$ cat config.mk
export PLATFORM = sky130hd
export DESIGN_NAME = branch_redirect_ctrl
export DESIGN_NICKNAME = d
export VERILOG_FILES = /design/src/rtl/branch_redirect_ctrl.sv
export SDC_FILE = /design/constraint.sdc
export NUM_CORES = 1
export LEC_CHECK = 0
export ABC_AREA = 1
export CORE_ASPECT_RATIO = 0.8
export CORE_MARGIN = 5
export CORE_UTILIZATION = 32
export CTS_BUF_LIST = sky130_fd_sc_hd__clkbuf_4 sky130_fd_sc_hd__clkbuf_8
export CTS_CLUSTER_SIZE = 8
export DETAILED_ROUTE_END_ITERATION = 12
export GPL_ROUTABILITY_DRIVEN = 0
export PLACE_DENSITY = 0.74
export SYNTH_ARGS = -nofsm -noshare
export SYNTH_HDL_FRONTEND = slang
export SYNTH_SLANG_ARGS = --single-unit
$ cat constraint.sdc
create_clock -name clk -period 1.5 [get_ports clk]
set_input_delay 0.15 -clock clk [delete_from_list [all_inputs] [get_ports clk]]
set_output_delay 0.15 -clock clk [all_outputs]
set_load 0.02 [all_outputs]
$ cat src/rtl/branch_redirect_ctrl.sv
// branch_redirect_ctrl: oldest-taken-branch redirect, squash window and stall merge for the fetch PC
module branch_redirect_ctrl #(
  parameter int NUM_LANES     = 4,
  parameter int ADDR_W        = 32,
  parameter int SQUASH_CYCLES = 2,
  parameter int CNT_W         = 16,
  localparam int LW = $clog2(NUM_LANES),
  localparam int SW = $clog2(SQUASH_CYCLES + 1)
) (
  input  logic                        clk,
  input  logic                        rst,
  input  logic [NUM_LANES-1:0]        lane_br_valid,
  input  logic [NUM_LANES-1:0]        lane_br_taken,
  input  logic [NUM_LANES*ADDR_W-1:0] lane_br_target,
  input  logic [NUM_LANES-1:0]        lane_stall_req,
  output logic                        pc_branch_taken,
  output logic [ADDR_W-1:0]           pc_new_pc,
  output logic                        pc_stall,
  output logic                        squash,
  output logic [LW-1:0]               redirect_lane,
  output logic [CNT_W-1:0]            redirect_cnt,
  output logic                        misalign_err
);
  localparam logic [0:0] RUN    = 1'b0;
  localparam logic [0:0] SQUASH = 1'b1;
  logic [0:0]          state;
  logic [SW-1:0]       sq_cnt;
  logic [NUM_LANES-1:0] hit;
  logic                any_hit;
  logic                redirect;
  logic [LW-1:0]       win;
  logic [ADDR_W-1:0]   win_tgt;
  // lowest-index taken lane wins; descending scan leaves the oldest hit in win
  always_comb begin
    hit = lane_br_valid & lane_br_taken;
    any_hit = |hit;
    win = '0;
    for (int i = NUM_LANES - 1; i >= 0; i--) win = hit[i] ? LW'(i) : win;
    win_tgt = lane_br_target[win*ADDR_W +: ADDR_W];
  end
  // PC-facing outputs are combinational; reset and the squash window silence them
  always_comb begin
    redirect = rst && state == RUN && any_hit;
    pc_branch_taken = redirect;
    pc_new_pc = redirect ? {win_tgt[ADDR_W-1:4], 4'h0} : '0;
    pc_stall = rst && state == RUN && !any_hit && |lane_stall_req;
  end
  // redirect bookkeeping and the squash window countdown
  always_ff @(posedge clk) begin
    if (!rst) begin
      state <= RUN;
      sq_cnt <= '0;
      squash <= 1'b0;
      redirect_lane <= '0;
      redirect_cnt <= '0;
      misalign_err <= 1'b0;
    end else if (state == SQUASH) begin
      sq_cnt <= sq_cnt - 1'b1;
      if (sq_cnt == SW'(1)) begin
        state <= RUN;
        squash <= 1'b0;
      end
    end else if (any_hit) begin
      state <= SQUASH;
      sq_cnt <= SW'(SQUASH_CYCLES);
      squash <= 1'b1;
      redirect_lane <= win;
      redirect_cnt <= &redirect_cnt ? redirect_cnt : redirect_cnt + 1'b1;
      if (|win_tgt[3:0]) misalign_err <= 1'b1;
    end
  end
endmodule
### Word-level counts from Yosys, hierarchy flattened

Cells that the tools add are included.

* bits in read-only memories: 0
* flip-flop bits (word level): 23
* memories kept: 0
* RAM bits: 0
* bits of input ports: 142
* latch bits: 0
* logic and storage cells: 41

* divide/modulo/power cells: 0
* add/subtract/negate cells: 2
* multiplexer cells: 13
* bitwise logic cells: 3
* shifts and indexed selects: 1
* multipliers: 0
* reductions and logical operators: 14
* $lt $le $gt $ge: 0
* equality and inequality tests: 2

Operators by type and width (number)
* $shiftx A128 B8 Y32: 1
* $mux W32: 1
* $add A16 B1 Y16 const B: 1
* $reduce_and A16 Y1: 1
* $mux W2: 6
* $reduce_or A4 Y1: 3
* $mux W1: 6
* $reduce_and A3 Y1: 2
* $and A4 B4 Y4: 1
* $logic_and A1 B1 Y1: 4
* $reduce_and A2 Y1: 2
* $eq A2 B1 Y1 const B: 1
* $ne A2 B1 Y1 const B: 1
* $not A1 Y1: 2
* $reduce_bool A2 Y1: 1
* $sub A2 B1 Y2 const B: 1
* $logic_not A1 Y1: 1

### Longest topological paths before layout

Gate-level depths: netlist of run 1.

* depth in word-level cells: 8
* depth in mapped cells: 10
* mapped depth without buffers: 9

### Least setup slack after synthesis of run 1

OpenSTA, ideal clock, no wires.

* path kind: register to register
* from: reg redirect_cnt[1]
* to: reg redirect_cnt[6]
* path buffers: 1
* arrival time: 1.502 ns
* slack: -0.068 ns
* clock period less this slack: 1.568 ns
* setup time: 0.066 ns
* stages on the path, launching flop included: 9
* path through: dfxtp_1 -> ha_1 -> nand3_2 -> inv_2 -> nand4_4 -> nand2_4 -> buf_8 -> nand2_1 -> a21oi_2

* longest elaborated chain between the ends: 3
* elaborated cells between the ends (all ways): 4
* classes of those cells: add/sub (1); bitwise (1); reduce/logical (2)

RTL lines
* from (decl): RTL line 21 `output logic [CNT_W-1:0] redirect_cnt,`
* from (signal assigned): RTL line 68 `redirect_cnt <= &redirect_cnt ? redirect_cnt : redirect_cnt + 1'b1;`
* parallel branches: the longest is 3 deep, another holds $add A16 B1 Y16

Parallel ways; which one is timed is not known.
A chain may end at the register's enable or synchronous reset.

### Final worst setup path of run 1

* from: in lane_br_valid[2]
* to: out pc_new_pc[31]

* longest elaborated chain between the ends: 6
* elaborated cells between the ends (all ways): 8
* classes of those cells: shift (1); mux (4); bitwise (1); reduce/logical (2)

RTL lines
* from (decl): RTL line 12 `input logic [NUM_LANES-1:0] lane_br_valid,`
* $and A4 B4 Y4 (*): RTL line 35 `hit = lane_br_valid & lane_br_taken;`
* $mux W2 (3 in series): RTL line 38 `for (int i = NUM_LANES - 1; i >= 0; i--) win = hit[i] ? LW'(i) : win;`
* $shiftx A128 B8 Y32: RTL line 39 `win_tgt = lane_br_target[win*ADDR_W +: ADDR_W];`
* $mux W32 (*): RTL line 45 `pc_new_pc = redirect ? {win_tgt[ADDR_W-1:4], 4'h0} : '0;`
* to (decl): RTL line 17 `output logic [ADDR_W-1:0] pc_new_pc,`

Mark *: on every way between the ends. The rest lies on a longest branch, timed or not.

==> results of run 1 <==
worst min-delay path by stage:
| stage | end | slack, ps | depth (start not counted) |
|---|---|---|---|
| 2_1_floorplan | sq_cnt[0] | 430 | 1 |
| 3_3_place_gp | misalign_err | 440 | 2 |
| 3_5_place_dp | misalign_err | 440 | 2 |
| 4_1_cts | misalign_err | 450 | 2 |
| 5_1_grt | misalign_err | 480 | 2 |
| 6_report | misalign_err | 450 | 2 |
cells by family (layout without fill, tap and decap cells):
logic type      count (synthesis)  after routing  share of synthesized area, %
simple gates                  316            317                         52.48
fa+ha+maj                       2              2                        0.8709
compound gates                 49             49                         9.669
flops                          23             23                         16.03
xor+xnor                        5              5                         1.524
other cells                     1              4                        0.1305
buf+inv                       136            370                         19.29
worst max-delay path: cells and delay by family:
family | cells | cell delay [ps]
AND/OR/NAND/NOR | 6 | 590
buffers and inverters | 4 | 480
AO/OA/AOI/OAI | 1 | 160
flip-flops by register name, indices dropped and copies added, names as in the netlist:
name,count
misalign_err,1
redirect_cnt,16
sq_cnt,2
squash,1
state,1
redirect_lane,2
cells in the final DEF, fill, tap and decap left out, types with 6 or more instances in the layout:
cell / Yosys / routed
dlymetal6s2s_1: 0 / 7
nand2_2: 2 / 17
o21ai_0: 6 / 6
nor2_1: 33 / 31
buf_12: 0 / 8
nand2_4: 2 / 8
buf_6: 0 / 28
nand3_1: 74 / 40
nand2_1: 157 / 133
dfxtp_1: 23 / 17
nand3_4: 0 / 9
buf_4: 4 / 48
buf_16: 0 / 6
nand3b_1: 31 / 31
clkbuf_16: 0 / 9
a21oi_2: 8 / 31
dfxtp_2: 0 / 6
dlygate4sd2_1: 0 / 8
nand3_2: 1 / 26
clkdlybuf4s50_1: 0 / 138
inv_1: 102 / 99
buf_2: 14 / 6
a21oi_1: 34 / 9
per-layer routing:
metal / GRT usage [%] / wire [um]
met1: 27.84 / 5794
met2: 41.62 / 7568
met5: 0 / 11
met4: 7.246 / 684
met3: 3.716 / 1663
timing repair:
item	4_1_cts	5_1_grt
pin swaps	36	28
endpoints found under the setup margin	48	52
buffers inserted	13	1
resized for setup	268	87
gates cloned	6	13
through the flow:
stage,util (%),instance area [um^2]
after floorplan,-,2887
after global placement,59.65,5150
after detailed placement,59.65,5150
after CTS,66.19,5714
after global routing,72.97,6300
final,72.97,6300
final cells by class:
type | count | area share (%)
inverter | 104 | 6.395
multi-input combinational | 377 | 38.17
sequential | 23 | 7.428
tap | 112 | 2.224
clock buffer | 4 | 0.7746
timing repair buffer | 262 | 45.00
power by group through the flow:
stage,Combinational (mW),Sequential (mW),Clock [mW]
2_1_floorplan,0.574,0.701,0
3_3_place_gp,1.32,0.672,0
3_5_place_dp,1.33,0.675,0
4_1_cts,1.59,0.661,0.422
5_1_grt,2.02,0.671,0.452
6_report,1.91,0.667,0.406
==> impl_metrics.env, run 1 <==
export IMPL_status="finished, violations left"
export IMPL_violations="negative setup slack"
export IMPL_synth_edff_count=0
export IMPL_critPathKind="input port to output pin"
export IMPL_antenna_cells=0
export IMPL_yosysMostFrequentCell="nand2_1"
export IMPL_swShare_pct=37.85
export IMPL_p_comb_share_pct=64.0
export IMPL_grt_util_all_layers_pct=23.04
export IMPL_seq_area_frac_synth_pct=16.03
export IMPL_avgSynthCellArea_um2=5.400
export IMPL_switchingPower_mw=1.129
export IMPL_p_seq_share_pct=22.4
export IMPL_nFillCells=655
export IMPL_crit_chain="buf_2 -> nand2_4 -> nand3_4 -> nand2_8 -> nand2_8 -> inv_6 -> clkbuf_16 -> nand2_1 -> nand3_2 -> a21oi_2 -> buf_6"
export IMPL_post_place_cells=847
export IMPL_p_per_area_nw_per_um2=473.5
export IMPL_worst_hold_startpoint="misalign_err"
export IMPL_critPathSlowestCell="clkbuf_16"
export IMPL_endpoint="pc_new_pc[31]"
export IMPL_yosys_top_cells_area="nand2_1 (21%), dfxtp_1 (16%), inv_1 (13%)"
export IMPL_synthArstFlopShare_pct=0
export IMPL_dr_pass1_iters=5
export IMPL_finalHoldViolations=0
export IMPL_antenna_left=0
export IMPL_cts_root_buf="clkbuf_8"
export IMPL_wirelength_um=15720
export IMPL_viasPerCell=5.113
export IMPL_synth_cell_type_count=31
export IMPL_drv_slew=0
export IMPL_synthCells=532
export IMPL_synth_cell_area_um2=2873
export IMPL_skew_ps=1.991
export IMPL_yosys_warnings=0
export IMPL_hpwl_um=9446
export IMPL_cpPeakStageDelay_ps=170
export IMPL_crit_arrival_ps=1390
export IMPL_h_tree_depth=1
export IMPL_grt_overflow_total=0
export IMPL_cts_made_buffers=3
export IMPL_fp_dieH_um=94.75
export IMPL_synth_top_area_share_pct=20.51
export IMPL_r2r_start="redirect_cnt[5]"
export IMPL_initial_utilization_pct=33.28
export IMPL_cts_tree="built"
export IMPL_reg2reg_to="redirect_cnt[2]"
export IMPL_crit_path_frequent_cell="nand2_8"
export IMPL_num_vias=4510
export IMPL_end_kind="output pin"
export IMPL_multiInputGateArea_um2=2405
export IMPL_finalCritPeriodShare_pct=102.8
export IMPL_fp_dieW_um=115.9
export IMPL_setup_viol=3
export IMPL_die_area_um2=10980
export IMPL_fin_ws_ps=-41.93
export IMPL_cts_hold_buf=0
export IMPL_rrSetupSlack_ps=90
export IMPL_drc=0
export IMPL_p_clk_share_pct=13.6
export IMPL_grt_pass1_wl_um=20340
export IMPL_crit_fanout=7
export IMPL_finalSetupTns_ps=-100.3
export IMPL_io_pin_count=196
export IMPL_clk_latency_ps=260
export IMPL_clk_pin_slew_ps=80
export IMPL_maxCapViolations=0
export IMPL_grt_pass1_vias=4251
export IMPL_final_nets=915
export IMPL_fin_crit_ps=1542
export IMPL_synth_top_flop_cell="dfxtp_1"
export IMPL_synth_top_area_cell="nand2_1"
export IMPL_critPathLaunchType="input port"
export IMPL_port_buffers=191
export IMPL_fmax_mhz=648.5
export IMPL_regArea_um2=467.9
export IMPL_clockBufferDepth=2
export IMPL_holdCritPathClass="flop to flop"
export IMPL_fp_row_count=30
export IMPL_ys_ff_latch=23
export IMPL_holdWs_ps=448.6
export IMPL_crit_required_ps=1350
export IMPL_p_leak_nw=3.118
export IMPL_internal_power_mw=1.854
export IMPL_grt_max_degree=29
export IMPL_critPathLaunch="lane_br_valid[2]"
export IMPL_reg2regPathDepth=6
export IMPL_antenna_found_initial=1
export IMPL_synth_common_cells="nand2_1 (157), inv_1 (102), nand3_1 (74), a21oi_1 (34), nor2_1 (33)"
export IMPL_first_iter_violations=242
export IMPL_power_mw=2.983
export IMPL_drive_gt1_share_pct=30.26
export IMPL_area_growth_pct=119.3
export IMPL_fp_coreArea_um2=8633
export IMPL_cts_sinks=23
export IMPL_avgRoutedWirePerCell_um=17.83
export IMPL_ir_drop_mv=0.3166
export IMPL_final_cells=882
export IMPL_rsz0062_at_grt="true"
export IMPL_pre_cts_slack_ps=-886.6
(Power assumes the default switching activity.)
==> inputs of run 2 (changes only) <==
CORE_UTILIZATION = 37   (was 32)
PLACE_DENSITY = 0.84   (was 0.74)
==> run 2 against run 1 <==
The run still ends with negative setup slack left. Final area rose by 3.7%. Fmax is 5.7% lower. Routed wire length grew 30%. Power grew 6.6%. Non-clock buffer count down 1. Flip-flop and latch count unchanged. First-iteration DRC count grew to 2.9 times the previous value. Global-route usage increased by 6.1 points. Largest power group unchanged.
==> impl_metrics.env, run 2 (synthesized netlist as in run 1, its figures left out) <==
export IMPL_fp_coreArea_um2=7497
export IMPL_cts_tree="built"
export IMPL_largestRegisters="redirect_cnt: 16 flops, redirect_lane: 2 flops, sq_cnt: 2 flops"
export IMPL_highest_signal_layer="met4"
export IMPL_p_leak_nw=3.213
export IMPL_cts_root_buf="clkbuf_8"
export IMPL_fp_row_count=28
export IMPL_wl_met3_um=2705
export IMPL_dr_pass1_iters=6
export IMPL_cts_hold_buf=0
export IMPL_regMostFlops="redirect_cnt"
export IMPL_end_kind="flop"
export IMPL_avgRoutedWirePerCell_um=23.27
export IMPL_drt_met1_wl_um=6744
export IMPL_crit_chain="buf_4 -> nand2_1 -> nor2_1 -> nand2_1 -> o21ai_1 -> nand2_1 -> nand2_1 -> a21oi_2"
export IMPL_first_iter_violations=713
export IMPL_drc=0
export IMPL_p_seq_share_pct=21.1
export IMPL_maxCapViolations=0
export IMPL_internal_power_mw=1.857
export IMPL_cp_top_family="simple AND/OR/NAND/NOR gates"
export IMPL_cpPeakStageDelay_ps=420
export IMPL_area_growth_pct=127.4
export IMPL_h_tree_depth=1
export IMPL_grt_util_all_layers_pct=29.17
export IMPL_cts_sinks=23
export IMPL_skew_ps=8.709
export IMPL_grt_max_degree=33
export IMPL_p_comb_share_pct=65.5
export IMPL_rrSetupSlack_ps=-140
export IMPL_final_nets=918
export IMPL_critPathSlowestCell="dfxtp_1"
export IMPL_clockBufferDepth=2
export IMPL_p_per_area_nw_per_um2=486.6
export IMPL_nFillCells=306
export IMPL_finalSetupTns_ps=-1760
export IMPL_die_area_um2=9637
export IMPL_fp_dieH_um=88.81
export IMPL_setup_viol=42
export IMPL_layout_common_cells="clkdlybuf4s50_1 (140), nand2_1 (116), inv_1 (100)"
export IMPL_finalCritPeriodShare_pct=109.0
export IMPL_crit_required_ps=1660
export IMPL_antenna_left=0
export IMPL_viasPerCell=6.035
export IMPL_ir_drop_mv=0.3553
export IMPL_critPathKind="flop to flop"
export IMPL_rsz0062_at_grt="true"
export IMPL_status="finished, violations left"
export IMPL_holdWs_ps=377.6
export IMPL_crit_path_frequent_cell="nand2_1"
export IMPL_final_cells=881
export IMPL_cts_made_buffers=3
export IMPL_placed_area_um2=5149
export IMPL_initial_utilization_pct=38.32
export IMPL_drv_slew=0
export IMPL_grt_pass1_vias=4519
export IMPL_fp_dieW_um=108.5
export IMPL_drive_gt1_share_pct=32.86
export IMPL_mostFrequentLayoutCell="clkdlybuf4s50_1"
export IMPL_post_place_cells=841
export IMPL_wirelength_um=20500
export IMPL_violations="negative setup slack"
export IMPL_antenna_found_initial=2
export IMPL_clk_pin_slew_ps=90
export IMPL_io_pin_count=196
export IMPL_num_vias=5317
export IMPL_fin_ws_ps=-135.6
export IMPL_p_clk_share_pct=13.5
export IMPL_port_buffers=191
export IMPL_power_mw=3.179
export IMPL_final_area_um2=6533
export IMPL_largest_reg_flops=16
export IMPL_hpwl_um=9534
export IMPL_fmax_mhz=611.4
export IMPL_utilization_pct=87.13
export IMPL_fin_crit_ps=1636
export IMPL_grt_overflow_total=0
export IMPL_path_buf_inv=1
export IMPL_route_met2_wl_um=9248
export IMPL_crit_arrival_ps=1790
export IMPL_crit_fanout=3
export IMPL_clk_latency_ps=280
export IMPL_finalHoldViolations=0
export IMPL_pre_cts_slack_ps=-942.8
export IMPL_grt_pass1_wl_um=22270
export IMPL_switchingPower_mw=1.322
export IMPL_holdCritPathClass="input port to flop"
export IMPL_swShare_pct=41.59
export IMPL_critPathLaunchType="flop"
==> run 2: per-layer routing <==
metal	track usage, %	up-vias
li1	-	2131
met1	32.51	2404
met2	51.60	574
met3	8.023	208
met4	14.33	0
met5	0	-
==> run 2: final timing paths <==
path	cells past startpoint	endpoint	start
worst max-delay path	8	redirect_cnt[15]	redirect_cnt[6]
worst min register to register	2	squash	squash
worst max register to register	8	redirect_cnt[15]	redirect_cnt[6]
worst min-delay path	4	state	rst
==> run 2: what timing repair did <==
item                                    in CTS  in global routing
pin swaps                                   13                 37
setup buffers                               15                  6
cloned                                       9                  7
endpoints found under the setup margin      45                 54
gates resized for setup                    249                180
==> run 2: cell type report <==
type                            count  area, um^2  area share [%]
Multi-Input combinational cell    378        2615           40.03
Tap cell                          105       131.4           2.011
Inverter                          104       424.2           6.493
Timing Repair Buffer              261        2773           42.44
Antenna cell                        3       7.507          0.1149
Timing Repair inverter              3       62.56          0.9577
Sequential cell                    23       470.5           7.202
Clock buffer                        4       48.80          0.7470
==> run 2: power groups by stage <==
stage	sequential, mW	clock [mW]	combinational [mW]
after global routing	0.674	0.451	2.16
after floorplan	0.701	0	0.574
after detailed placement	0.674	0	1.34
final	0.670	0.428	2.08
after global placement	0.671	0	1.32
after CTS	0.659	0.420	1.60
==> run 2: worst register-to-register path, cell delays in order (launching register included) <==
cell     delay [ps]
dfxtp_1         420
buf_4           160
nand2_1          90
nor2_1          190
nand2_1         180
o21ai_1         250
nand2_1          80
nand2_1          90
a21oi_2          60
==> inputs of run 3 (changes only) <==
CORE_UTILIZATION = 60   (was 37)
DONT_BUFFER_PORTS = 1   (was not set)
PLACE_DENSITY = 0.76   (was 0.84)
==> run 3 against run 2 <==
The flow finishes with violations (negative hold slack). Non-clock buffer count is 192 lower. Clock power down 7.0%. Power is 39% lower. Global-route usage decreased by 1.4 points. Clock-buffer cell count down 1. Flip-flop and latch count is the same. Sequential power rose by 2%. Die area down 35%. Combinational power decreased by 58%. Setup slack better by 200 ps.
==> impl_metrics.env, run 3 (synthesized netlist as in run 1, its figures left out) <==
export IMPL_p_leak_nw=1.908
export IMPL_viasPerCell=5.539
export IMPL_critPathSlowestCell="dfxtp_4"
export IMPL_fp_dieW_um=87.36
export IMPL_layout_common_cells="nand2_1 (155), inv_1 (102), nand3_1 (74)"
export IMPL_skew_ps=5.457
export IMPL_grt_max_degree=59
export IMPL_cts_sinks=23
export IMPL_antenna_cells=0
export IMPL_rrSetupSlack_ps=90
export IMPL_grt_util_all_layers_pct=27.76
export IMPL_finalCritPeriodShare_pct=96.03
export IMPL_clk_pin_slew_ps=90
export IMPL_fmax_mhz=694.2
export IMPL_fp_coreArea_um2=4624
export IMPL_wirelength_um=9733
export IMPL_pre_cts_slack_ps=50.31
export IMPL_antenna_found_initial=0
export IMPL_mostFrequentLayoutCell="nand2_1"
export IMPL_dr_pass1_iters=5
export IMPL_fin_ws_ps=59.53
export IMPL_cpPeakStageDelay_ps=370
export IMPL_critPathLaunch="state"
export IMPL_die_area_um2=6280
export IMPL_crit_fanout=18
export IMPL_worst_hold_startpoint="rst"
export IMPL_nFillCells=399
export IMPL_clockBufferDepth=2
export IMPL_finalHoldViolations=1
export IMPL_io_pin_count=196
export IMPL_fin_crit_ps=1440
export IMPL_cts_root_buf="clkbuf_8"
export IMPL_crit_chain="nor2_4 -> nand2_4 -> buf_12 -> a21oi_1 -> buf_4"
export IMPL_ir_drop_mv=0.3906
export IMPL_crit_arrival_ps=1290
export IMPL_fp_dieH_um=71.89
export IMPL_num_vias=3523
export IMPL_drv_slew=0
export IMPL_cts_made_buffers=3
export IMPL_maxCapViolations=0
export IMPL_initial_utilization_pct=62.12
export IMPL_end_kind="output pin"
export IMPL_h_tree_depth=1
export IMPL_final_cells=636
export IMPL_status="finished, violations left"
export IMPL_critPathKind="flop to output pin"
export IMPL_largest_reg_flops=16
export IMPL_drive_gt1_share_pct=19.97
export IMPL_critPathLaunchType="flop"
export IMPL_area_growth_pct=22.08
export IMPL_port_buffers=0
export IMPL_antenna_left=0
export IMPL_violations="negative hold slack"
export IMPL_r2r_start="redirect_cnt[0]"
export IMPL_holdWs_ps=-0.5888
export IMPL_holdCritPathClass="input port to flop"
export IMPL_cts_tree="built"
export IMPL_p_per_area_nw_per_um2=557.2
export IMPL_grt_pass1_vias=3087
export IMPL_avgRoutedWirePerCell_um=15.30
export IMPL_largestRegisters="redirect_cnt: 16 flops, redirect_lane: 2 flops, sq_cnt: 2 flops"
export IMPL_crit_required_ps=1350
export IMPL_finalSetupTns_ps=0
export IMPL_hpwl_um=7621
export IMPL_final_nets=721
export IMPL_post_place_cells=630
export IMPL_fp_row_count=22
export IMPL_regMostFlops="redirect_cnt"
export IMPL_grt_overflow_total=0
export IMPL_first_iter_violations=229
export IMPL_grt_pass1_wl_um=14090
export IMPL_drc=0
export IMPL_setup_viol=0
export IMPL_clk_latency_ps=270
==> run 3: cell count changes in the layout (fill, tap and decap cells not counted), sizes merged <==
cell	before	now
clkdlybuf4s50	140	0
buf	105	67
dlymetal6s2s	8	0
dlygate4sd2	5	0
clkbuf	7	3
diode	3	0
clkinv	3	1
dlygate4sd3	0	2
nand2	162	161
nand4	7	6
==> run 3: path summary, 6_finish.rpt <==
check        cells past startpoint               end
max reg2reg                      8  redirect_cnt[10]
min                              2             state
min reg2reg                      1         sq_cnt[0]
max                              5      pc_new_pc[6]
==> run 3: timing repair <==
item,CTS,global route
gates resized for setup,2,23
hold endpoints to repair,2,1
hold buffers,1,1
pin swaps,0,3
setup endpoints to repair,28,42
buffers inserted,0,0
==> run 3: worst max-delay path, delay by kind of cell (launching register included) <==
kind	cells	cell delay, ps
buffers and inverters	2	310
AO/OA/AOI/OAI	1	130
flip-flops	1	370
AND/OR/NAND/NOR	2	190
==> run 3: cell type report <==
type                    instances  area [um^2]  share of cell area (%)
repair buffers                 69        576.8                   16.45
well taps                      60        75.07                   2.141
clock inverters                 1        5.005                  0.1427
clock buffers                   3        41.29                   1.177
flip-flops and latches         23        474.2                   13.52
multi-input cells             376         1942                   55.37
inverters                     104        392.9                   11.20
==> run 3: per-layer routing <==
layer | global-route usage (%) | up-vias | wire length [um]
met5 | 0 | - | 0
met1 | 32.99 | 1576 | 3788
met2 | 50.00 | 202 | 4888
met4 | 7.666 | 0 | 195
met3 | 6.129 | 18 | 860
li1 | - | 1727 | -
==> run 3: power breakdown <==
group / internal, mW / switching, mW
Sequential: 0.642 / 0.0422
Combinational: 0.337 / 0.536
Clock: 0.186 / 0.212
==> run 3: per-stage QoR <==
| stage | total power, mW | hold WS (ps) | utilization, % | cell area (um^2) |
|---|---|---|---|---|
| floorplan | 1.276 | 432.9 | - | 2887 |
| global placement | 1.505 | 265.2 | 72.56 | 3356 |
| detailed placement | 1.523 | 269.3 | 72.56 | 3356 |
| CTS | 1.911 | 2.454 | 73.86 | 3416 |
| global route | 2.081 | -5.258 | 75.84 | 3507 |
| finish | 1.954 | -0.5888 | 75.84 | 3507 |
